<file path="src/rtl/scoreboard_regfile.sv">
`default_nettype none
// ============================================================================
// Module   : scoreboard_regfile
// Brief    : Two-read / one-write register file with a per-register busy
//            scoreboard. A reservation marks a register as having a write in
//            flight. A write clears the mark unless the same register is
//            re-reserved in the same cycle. pending_count tracks how many
//            registers are marked. Register 0 is hardwired to zero.
// Options  : define SCOREBOARD_REGFILE_BYPASS_EN to forward a same-cycle write
//            to a matching read port and hide that port's busy flag.
// Revision : 1.0 - initial release
// ============================================================================
module scoreboard_regfile #(
    parameter int DATA_WIDTH = 32,
    parameter int ADDR_WIDTH = 5
) (
    input  logic                  clock,
    input  logic                  ctrl_reset_n,
    input  logic                  ctrl_writeEnable,
    input  logic [ADDR_WIDTH-1:0] ctrl_writeReg,
    input  logic [DATA_WIDTH-1:0] data_writeReg,
    input  logic [ADDR_WIDTH-1:0] ctrl_readRegA,
    input  logic [ADDR_WIDTH-1:0] ctrl_readRegB,
    output logic [DATA_WIDTH-1:0] data_readRegA,
    output logic [DATA_WIDTH-1:0] data_readRegB,
    output logic                  busy_A,
    output logic                  busy_B,
    input  logic                  ctrl_reserveEnable,
    input  logic [ADDR_WIDTH-1:0] ctrl_reserveReg,
    output logic                  reserve_ack,
    output logic                  reserve_conflict,
    output logic [ADDR_WIDTH:0]   pending_count
);

    localparam int                NUM_REGS    = 2 ** ADDR_WIDTH;
    localparam logic [ADDR_WIDTH:0] c_COUNT_ONE = {{ADDR_WIDTH{1'b0}}, 1'b1};

    logic [DATA_WIDTH-1:0] r_regs [NUM_REGS];
    logic [NUM_REGS-1:0]   r_busy;
    logic [ADDR_WIDTH:0]   r_count;

    logic w_writeHit;      // write to a real (nonzero) register this cycle
    logic w_writeSameResv; // that write targets the register being reserved
    logic w_accept;
    logic w_setBusy;       // accepted reservation of a nonzero register
    logic w_inc;           // a busy bit goes 0 -> 1 this edge
    logic w_dec;           // a busy bit goes 1 -> 0 this edge

    // Decode write / reservation interaction and the population-count delta.
    always_comb begin
        w_writeHit      = ctrl_writeEnable && (ctrl_writeReg != '0);
        w_writeSameResv = w_writeHit && (ctrl_writeReg == ctrl_reserveReg);
        // A busy register may be re-reserved only when its write lands now.
        w_accept        = ctrl_reserveEnable &&
                          ((ctrl_reserveReg == '0) || !r_busy[ctrl_reserveReg] || w_writeSameResv);
        w_setBusy       = w_accept && (ctrl_reserveReg != '0);
        w_inc           = w_setBusy && !r_busy[ctrl_reserveReg];
        // The reservation wins over a clearing write to the same register.
        w_dec           = w_writeHit && r_busy[ctrl_writeReg] &&
                          !(w_setBusy && (ctrl_reserveReg == ctrl_writeReg));
    end

    assign reserve_ack      = w_accept;
    assign reserve_conflict = ctrl_reserveEnable && !w_accept;
    assign pending_count    = r_count;

    // Register storage; register 0 is never written so it stays zero.
    always_ff @(posedge clock or negedge ctrl_reset_n) begin
        if (!ctrl_reset_n) begin
            for (int i = 0; i < NUM_REGS; i++) begin
                r_regs[i] <= '0;
            end
        end else if (w_writeHit) begin
            r_regs[ctrl_writeReg] <= data_writeReg;
        end
    end

    // Busy scoreboard; the later set overrides the clear on a same-register hit.
    always_ff @(posedge clock or negedge ctrl_reset_n) begin
        if (!ctrl_reset_n) begin
            r_busy <= '0;
        end else begin
            if (w_writeHit) begin
                r_busy[ctrl_writeReg] <= 1'b0;
            end
            if (w_setBusy) begin
                r_busy[ctrl_reserveReg] <= 1'b1;
            end
        end
    end

    // Pending counter moves by at most one; a set and a clear on different
    // registers in the same cycle cancel out.
    always_ff @(posedge clock or negedge ctrl_reset_n) begin
        if (!ctrl_reset_n) begin
            r_count <= '0;
        end else if (w_inc && !w_dec) begin
            r_count <= r_count + c_COUNT_ONE;
        end else if (w_dec && !w_inc) begin
            r_count <= r_count - c_COUNT_ONE;
        end
    end

    // Combinational read ports with optional same-cycle write forwarding.
    always_comb begin
        data_readRegA = (ctrl_readRegA == '0) ? '0 : r_regs[ctrl_readRegA];
        data_readRegB = (ctrl_readRegB == '0) ? '0 : r_regs[ctrl_readRegB];
        busy_A        = r_busy[ctrl_readRegA];
        busy_B        = r_busy[ctrl_readRegB];
`ifdef SCOREBOARD_REGFILE_BYPASS_EN
        if (w_writeHit && (ctrl_writeReg == ctrl_readRegA)) begin
            data_readRegA = data_writeReg;
            busy_A        = 1'b0;
        end
        if (w_writeHit && (ctrl_writeReg == ctrl_readRegB)) begin
            data_readRegB = data_writeReg;
            busy_B        = 1'b0;
        end
`else
        // Reads see pre-edge contents; busy flags are the raw registered bits.
`endif
    end

endmodule
`default_nettype wire

</file>
<file path="config.mk">
export PLATFORM = sky130hd
export DESIGN_NAME = scoreboard_regfile
export DESIGN_NICKNAME = d
export VERILOG_FILES = /design/src/rtl/scoreboard_regfile.sv
export SDC_FILE = /design/constraint.sdc
export NUM_CORES = 2
export LEC_CHECK = 0
export CORE_MARGIN = 1
export CORE_UTILIZATION = 35
export CTS_BUF_LIST = sky130_fd_sc_hd__clkbuf_4 sky130_fd_sc_hd__clkbuf_8 sky130_fd_sc_hd__clkbuf_16
export DETAILED_ROUTE_END_ITERATION = 10
export DONT_BUFFER_PORTS = 1
export HOLD_SLACK_MARGIN = 0.1
export SYNTH_ARGS = -nofsm -noshare
export SYNTH_HDL_FRONTEND = slang
export SYNTH_SLANG_ARGS = --single-unit
</file>
<file path="constraint.sdc">
create_clock -name clock -period 3.5 [get_ports clock]
set_input_delay 0.525 -clock clock [delete_from_list [all_inputs] [get_ports clock]]
set_output_delay 0.525 -clock clock [all_outputs]
set_load 0.02 [all_outputs]
</file>
# --- Yosys cells after proc, flatten, opt, wreduce, memory -nomap -nowiden ---
# Index checks and enable logic that the tools add are counted.
# W data, S select, Z words.
word_totals:
  out_inout_bits: 74
  inputBits: 56
  word_cells: 108
  ff_bits: 1062
classes:
  bitwise_logic: 6
  n_addsub: 2
  n_eq_ne: 2
  magnitude_cmp: 10
  reduce_logical: 27
  mux: 27
op_table:
  columns: ["operator", "n"]
  rows:
  - ["$bwmux W1024", 1]
  - ["$bmux W32 S5", 2]
  - ["$mux W32", 9]
  - ["$demux W32 S5", 1]
  - ["$and A32 B32 Y32", 1]
  - ["$not A32 Y32", 1]
  - ["$or A32 B32 Y32", 1]
  - ["$lt A5 B6 Y1 const B", 4]
  - ["$bmux W1 S5", 4]
  - ["$ge A6 B6 Y1 const B", 3]
  - ["$not A5 Y6", 3]
  - ["$logic_not A5 Y1", 3]
  - ["$logic_and A1 B1 Y1", 14]
  - ["$mux W6", 2]
  - ["$demux W1 S5", 2]
  - ["$eq A5 B5 Y1", 2]
  - ["$ge A5 B1 Y1 const B", 2]
  - ["$reduce_bool A5 Y1", 2]
  - ["$add A6 B1 Y6 const B", 1]
  - ["$lt A6 B1 Y1 const B", 1]
  - ["$mux W1", 6]
  - ["$sub A6 B1 Y6 const B", 1]
  - ["$logic_not A1 Y1", 5]
  - ["$logic_or A1 B1 Y1", 2]
  - ["$reduce_bool A2 Y1", 1]

# --- Depth between registers and ports, before layout ---
depth:
  depth_word: 13
  ltp_mapped: 15

# --- Least setup slack after synthesis ---
# OpenSTA, ideal clock, no wires.
synth_path:
  path_type: "in2reg"
  startpoint: "in ctrl_writeReg[0]"
  endpoint: "reg r_count[5] (netlist: pending_count[5])"
  slack_ps: -330
  arrival_time_ps: 3700
  cell_stages: 15
  required_time_ps: 3370
  cell_sequence: "buf_2 > buf_2 > mux4_2 > mux4_2 > mux2_2 > nand3_1 > ha_1 > inv_1 > ha_1 > a21o_1 > a21oi_1 > o21bai_1 > mux2i_1 > o211ai_1 > xor2_1"
synth_via:
  elab_chain_cells: 12
synth_lines:
  columns: ["element", "line_no", "source"]
  rows:
  - ["from (decl)", "20", "input logic [ADDR_WIDTH-1:0] ctrl_writeReg,"]
  - ["branches (longest 12 deep; another with $mux W6)", null, null]
  - ["to (signal assigned)", "98", "r_count <= r_count + c_COUNT_ONE;"]
  - ["to (signal assigned)", "100", "r_count <= r_count - c_COUNT_ONE;"]
  - ["to (decl)", "40", "logic [ADDR_WIDTH:0] r_count;"]
# Several ways; the timed one is not identified. The select of a mux whose other input is x is not followed.
# A chain may end at the register's enable or synchronous reset.

# --- Worst setup path after layout ---
layout_path:
  startpoint: "in ctrl_readRegB[0]"
  endpoint: "out data_readRegB[17]"
layout_via:
  elab_chain_cells: 5
layout_lines:
  columns: ["element", "line_no", "source"]
  rows:
  - ["from (decl)", "23", "input logic [ADDR_WIDTH-1:0] ctrl_readRegB,"]
  - ["$not A5 Y6 (implied by the code)", "107", "data_readRegB = (ctrl_readRegB == '0) ? '0 : r_regs[ctrl_readRegB];"]
  - ["$bmux W32 S5", "107", null]
  - ["$mux W32 (implied by the code) (2 in series)", "107", null]
  - ["$mux W32 *", "107", null]
  - ["to (decl)", "25", "output logic [DATA_WIDTH-1:0] data_readRegB,"]
# Mark *: on every way between the ends. The rest lies on a longest branch, timed or not. The select of a mux whose other input is x is not followed.

==> reports/results.txt <==
fin. max-slew vios -> 0
Design Area, Final -> 63100 um^2
Post-Syn Nets -> 3614
critical path's slowest cell -> mux4_2
Multi-input gate area -> 28400 um^2
# setup viols final -> 0
largest net degree at the start of global routing -> 1063
largest family of logic cells by synthesized area -> multiplexers
setup slack after layout -> 14.3 ps
cell row count -> 147
crit-path leading delay family -> multiplexers
critical path peak fanout -> 265
Final TNS setup -> 0 ps
Compound-Gate Fraction of Synth Area -> 1.39%
Final min period -> 3490 ps
DR top layer -> met5
met2 wire length -> 82900 um
DP Area -> 58800 um^2
unrepaired setup endpoints after global routing -> no
Pwr per Cell Area -> 567 nW/um^2
die height -> 404 um
path type of the worst setup path -> input port to output port
Synth cell types -> 48
# Max-Cap Violations -> 0
DRC violations left -> 0
Pleak -> 0.0263 uW
Root Buffer -> clkbuf_16
Worst path most repeated cell -> mux4_2
core area -> 161000 um^2
Synth Area in Adders -> 0.146%
sequence of cells on the critical path -> mux4_2 -> mux4_2 -> nand2_1 -> o21ai_0 -> buf_4
Metal-1 WL -> 68000 um
Syn Area/Cell -> 16.0 um^2
per-cell routed wire length -> 28.8 um
cell count of the worst reg-to-reg path -> 13
Cells after DPL -> 5384
Pre-antenna DRT Iters -> 5
yosys warns -> 0
worst min path class -> input port to flip-flop
Worst EP required -> 2970 ps
hpwl dp -> 84900 um
status -> completed
Fillers -> 14700
Worst R2R End -> pending_count[5]
Synth Instances -> 3552
total routed wirelength -> 162000 um
final hold vios -> 0
first-pass GRT wire length -> 243000 um
Mapped Area -> 56700 um^2
Placer Congestion -> 0.825
flop2flop setup slack -> 200 ps
fin nets -> 3440
CTS resizes -> 0
Post-synth EDFFs -> 0
area delta synth->final -> 11.3%
fin util -> 39.3%
period utilization -> 99.6%
Async SR Flop Fraction -> 100%
top_reg_cell synth -> dfrtp_1
FMAX -> 287 MHz
DP Worst Slack -> 95.1 ps
FF+latch area -> 26600 um^2
worst hold path startpoint -> ctrl_reserveReg[4]
part of the Yosys area used for sequential elements -> 46.9%
Starting Density -> 35.3%
endpoint class of the critical path -> output port
H-tree Lvls -> 3
met3 wire length -> 7460 um
via count -> 32600
die area -> 164000 um^2
Worst-Margin Slew -> 1320 ps
Hold Path Sink -> r_busy[17]
flops & latches, synth -> 1062
CP bufs+invs -> 1
Sinks on Clock Net -> 1062
crit path launch type -> input port
CTS tree -> yes
Routed Antenna Nets -> 0
Worst Hold Depth -> 2
total track usage -> 20.1%
Worst-path clk slew -> 60 ps
DR vias/cell -> 5.79
slew margin rel. -> 11.2%
vias in the first global route -> 34400
worst reg2reg path startpoint -> r_busy[31]
post-route insts no fill -> 5633
Port Buf Inserts -> 0
mux share of post-synthesis cell area -> 46.6%
worst-skew pair later-pin latency -> 730 ps
die width -> 404 um
initial DRC count -> 2472
post-synthesis simple-gate area fraction -> 1.36%
CTS buffer count -> 109
I/O pins -> 130
Worst path max stage delay -> 790 ps
grt ovf -> 0
Max VDD drop -> 392 uV
share of post-route cells with drive strength above 1 -> 57.7%
Post-Synth XOR/XNOR Area -> 0.155%
Max clock buf depth -> 3
crit path DAT -> 2960 ps
initial antenna violation count -> 7
Worst Skew -> 12.9 ps
[per-layer routing]
metal / vias to the layer above / global-route usage (%)
li1: 13400 / -
met1: 18200 / 26.3
met2: 755 / 34.6
met3: 241 / 3.02
met4: 6 / 5.94
met5: - / 0
[cell families (layout without fill, tap and decap cells)]
family / count (synthesis) / in the layout
xor+xnor: 10 / 10
fa+ha+maj: 6 / 6
flops: 1062 / 1062
mux: 1680 / 1680
other cells: 0 / 3
compound gates: 139 / 139
simple gates: 170 / 170
buf+inv: 485 / 403
[flip-flops by register name, summed over array words and instances (netlist names)]
| signal | flops |
|---|---|
| pending_count | 6 |
| r_regs | 1024 |
| r_busy | 32 |
[power by group]
group | internal [uW] | switching (uW)
clock | 7050 | 5120
combinational | 4720 | 2570
sequential | 14600 | 1700
[synthesized netlist by cell type, types with 2 or more instances]
| cell | number | share of area (%) |
|---|---|---|
| or2_2 | 2 | 0.022 |
| o21ai_0 | 105 | 0.93 |
| nor3b_1 | 2 | 0.026 |
| clkbuf_1 | 279 | 1.8 |
| ha_1 | 5 | 0.11 |
| nor2_1 | 21 | 0.14 |
| buf_6 | 2 | 0.040 |
| o41ai_1 | 2 | 0.031 |
| a21oi_1 | 2 | 0.018 |
| nand3b_1 | 4 | 0.053 |
| o21ai_1 | 2 | 0.018 |
| mux4_2 | 670 | 27 |
| mux2_2 | 993 | 20 |
| dfrtp_1 | 1062 | 47 |
| a21o_1 | 2 | 0.026 |
| nand2b_1 | 4 | 0.044 |
| nand4_1 | 2 | 0.022 |
| buf_2 | 68 | 0.60 |
| o221ai_1 | 6 | 0.093 |
| xnor2_1 | 2 | 0.031 |
| or3_1 | 4 | 0.044 |
| nor3_1 | 7 | 0.062 |
| nand4b_1 | 2 | 0.031 |
| inv_1 | 77 | 0.51 |
| o22ai_1 | 5 | 0.055 |
| buf_1 | 58 | 0.38 |
| mux2i_1 | 17 | 0.30 |
| o21a_1 | 2 | 0.026 |
| nand2_1 | 104 | 0.69 |
| or3b_2 | 4 | 0.062 |
| o21ai_2 | 7 | 0.11 |
| nand3_1 | 5 | 0.044 |
| xor2_1 | 8 | 0.12 |
| nor2b_1 | 3 | 0.033 |
[cell usage in the layout, fill, tap and decap left out, types with 5 or more instances in the layout]
master         instances
mux2i_1               17
clkinv_2              21
clkbuf_4              24
nor2_4                16
o21ai_0              105
o21ai_2                7
buf_4                 64
dfrtp_1             1062
nor2_1                 5
inv_1                 76
nand2_1               93
nand2_4               11
clkbuf_8              23
o221ai_1               6
buf_12                18
clkbuf_16            110
bufinv_16              8
clkinvlp_4            10
mux4_2               670
o22ai_1                5
xor2_1                 8
nor3_1                 6
buf_16                 6
dlygate4sd3_1         35
mux2_2               993
[timing repair]
action,CTS,global route
endpoints found under the hold margin,2076,320
setup buffers,0,0
hold buffers,36,2
[stage by stage]
step                total power [uW]  hold slack [ps]
floorplan                      22100              229
finish                         35800              163
global placement               23100              295
global route                   37400              151
detailed placement             23400              298
CTS                            35800             -478
[final cells by class]
type	instances	area share, %
multi-input combinational	2005	45.1
antenna	3	0.0119
clock inverter	46	0.775
timing repair buffer	123	2.15
sequential	1062	42.1
tap	2160	4.28
inverter	77	0.458
clock buffer	157	5.15
[worst reg2reg max path: cells and delay by family (launching register included)]
kind	cells	cell delay [ps]
adder cells (fa/ha/maj)	2	480
AO/OA/AOI/OAI	4	490
AND/OR/NAND/NOR	1	90
flip-flops	1	420
multiplexers	4	1480
buffers and inverters	1	60
XOR/XNOR	1	160
[how the worst max path moves through the flow]
stage / startpoint / endpoint / slack (ps) / cells past startpoint
finish: ctrl_readRegB[0] / data_readRegB[17] / 10 / 5
global route: r_busy[4] / pending_count[5] / 60 / 13
CTS: r_regs[177] / data_readRegB[17] / 90 / 5
detailed placement: ctrl_writeReg[0] / pending_count[5] / 100 / 13
global placement: ctrl_writeReg[0] / pending_count[5] / 50 / 13
floorplan: ctrl_writeReg[0] / pending_count[5] / 10 / 15
Note: power is estimated with default switching activity, not from simulation.
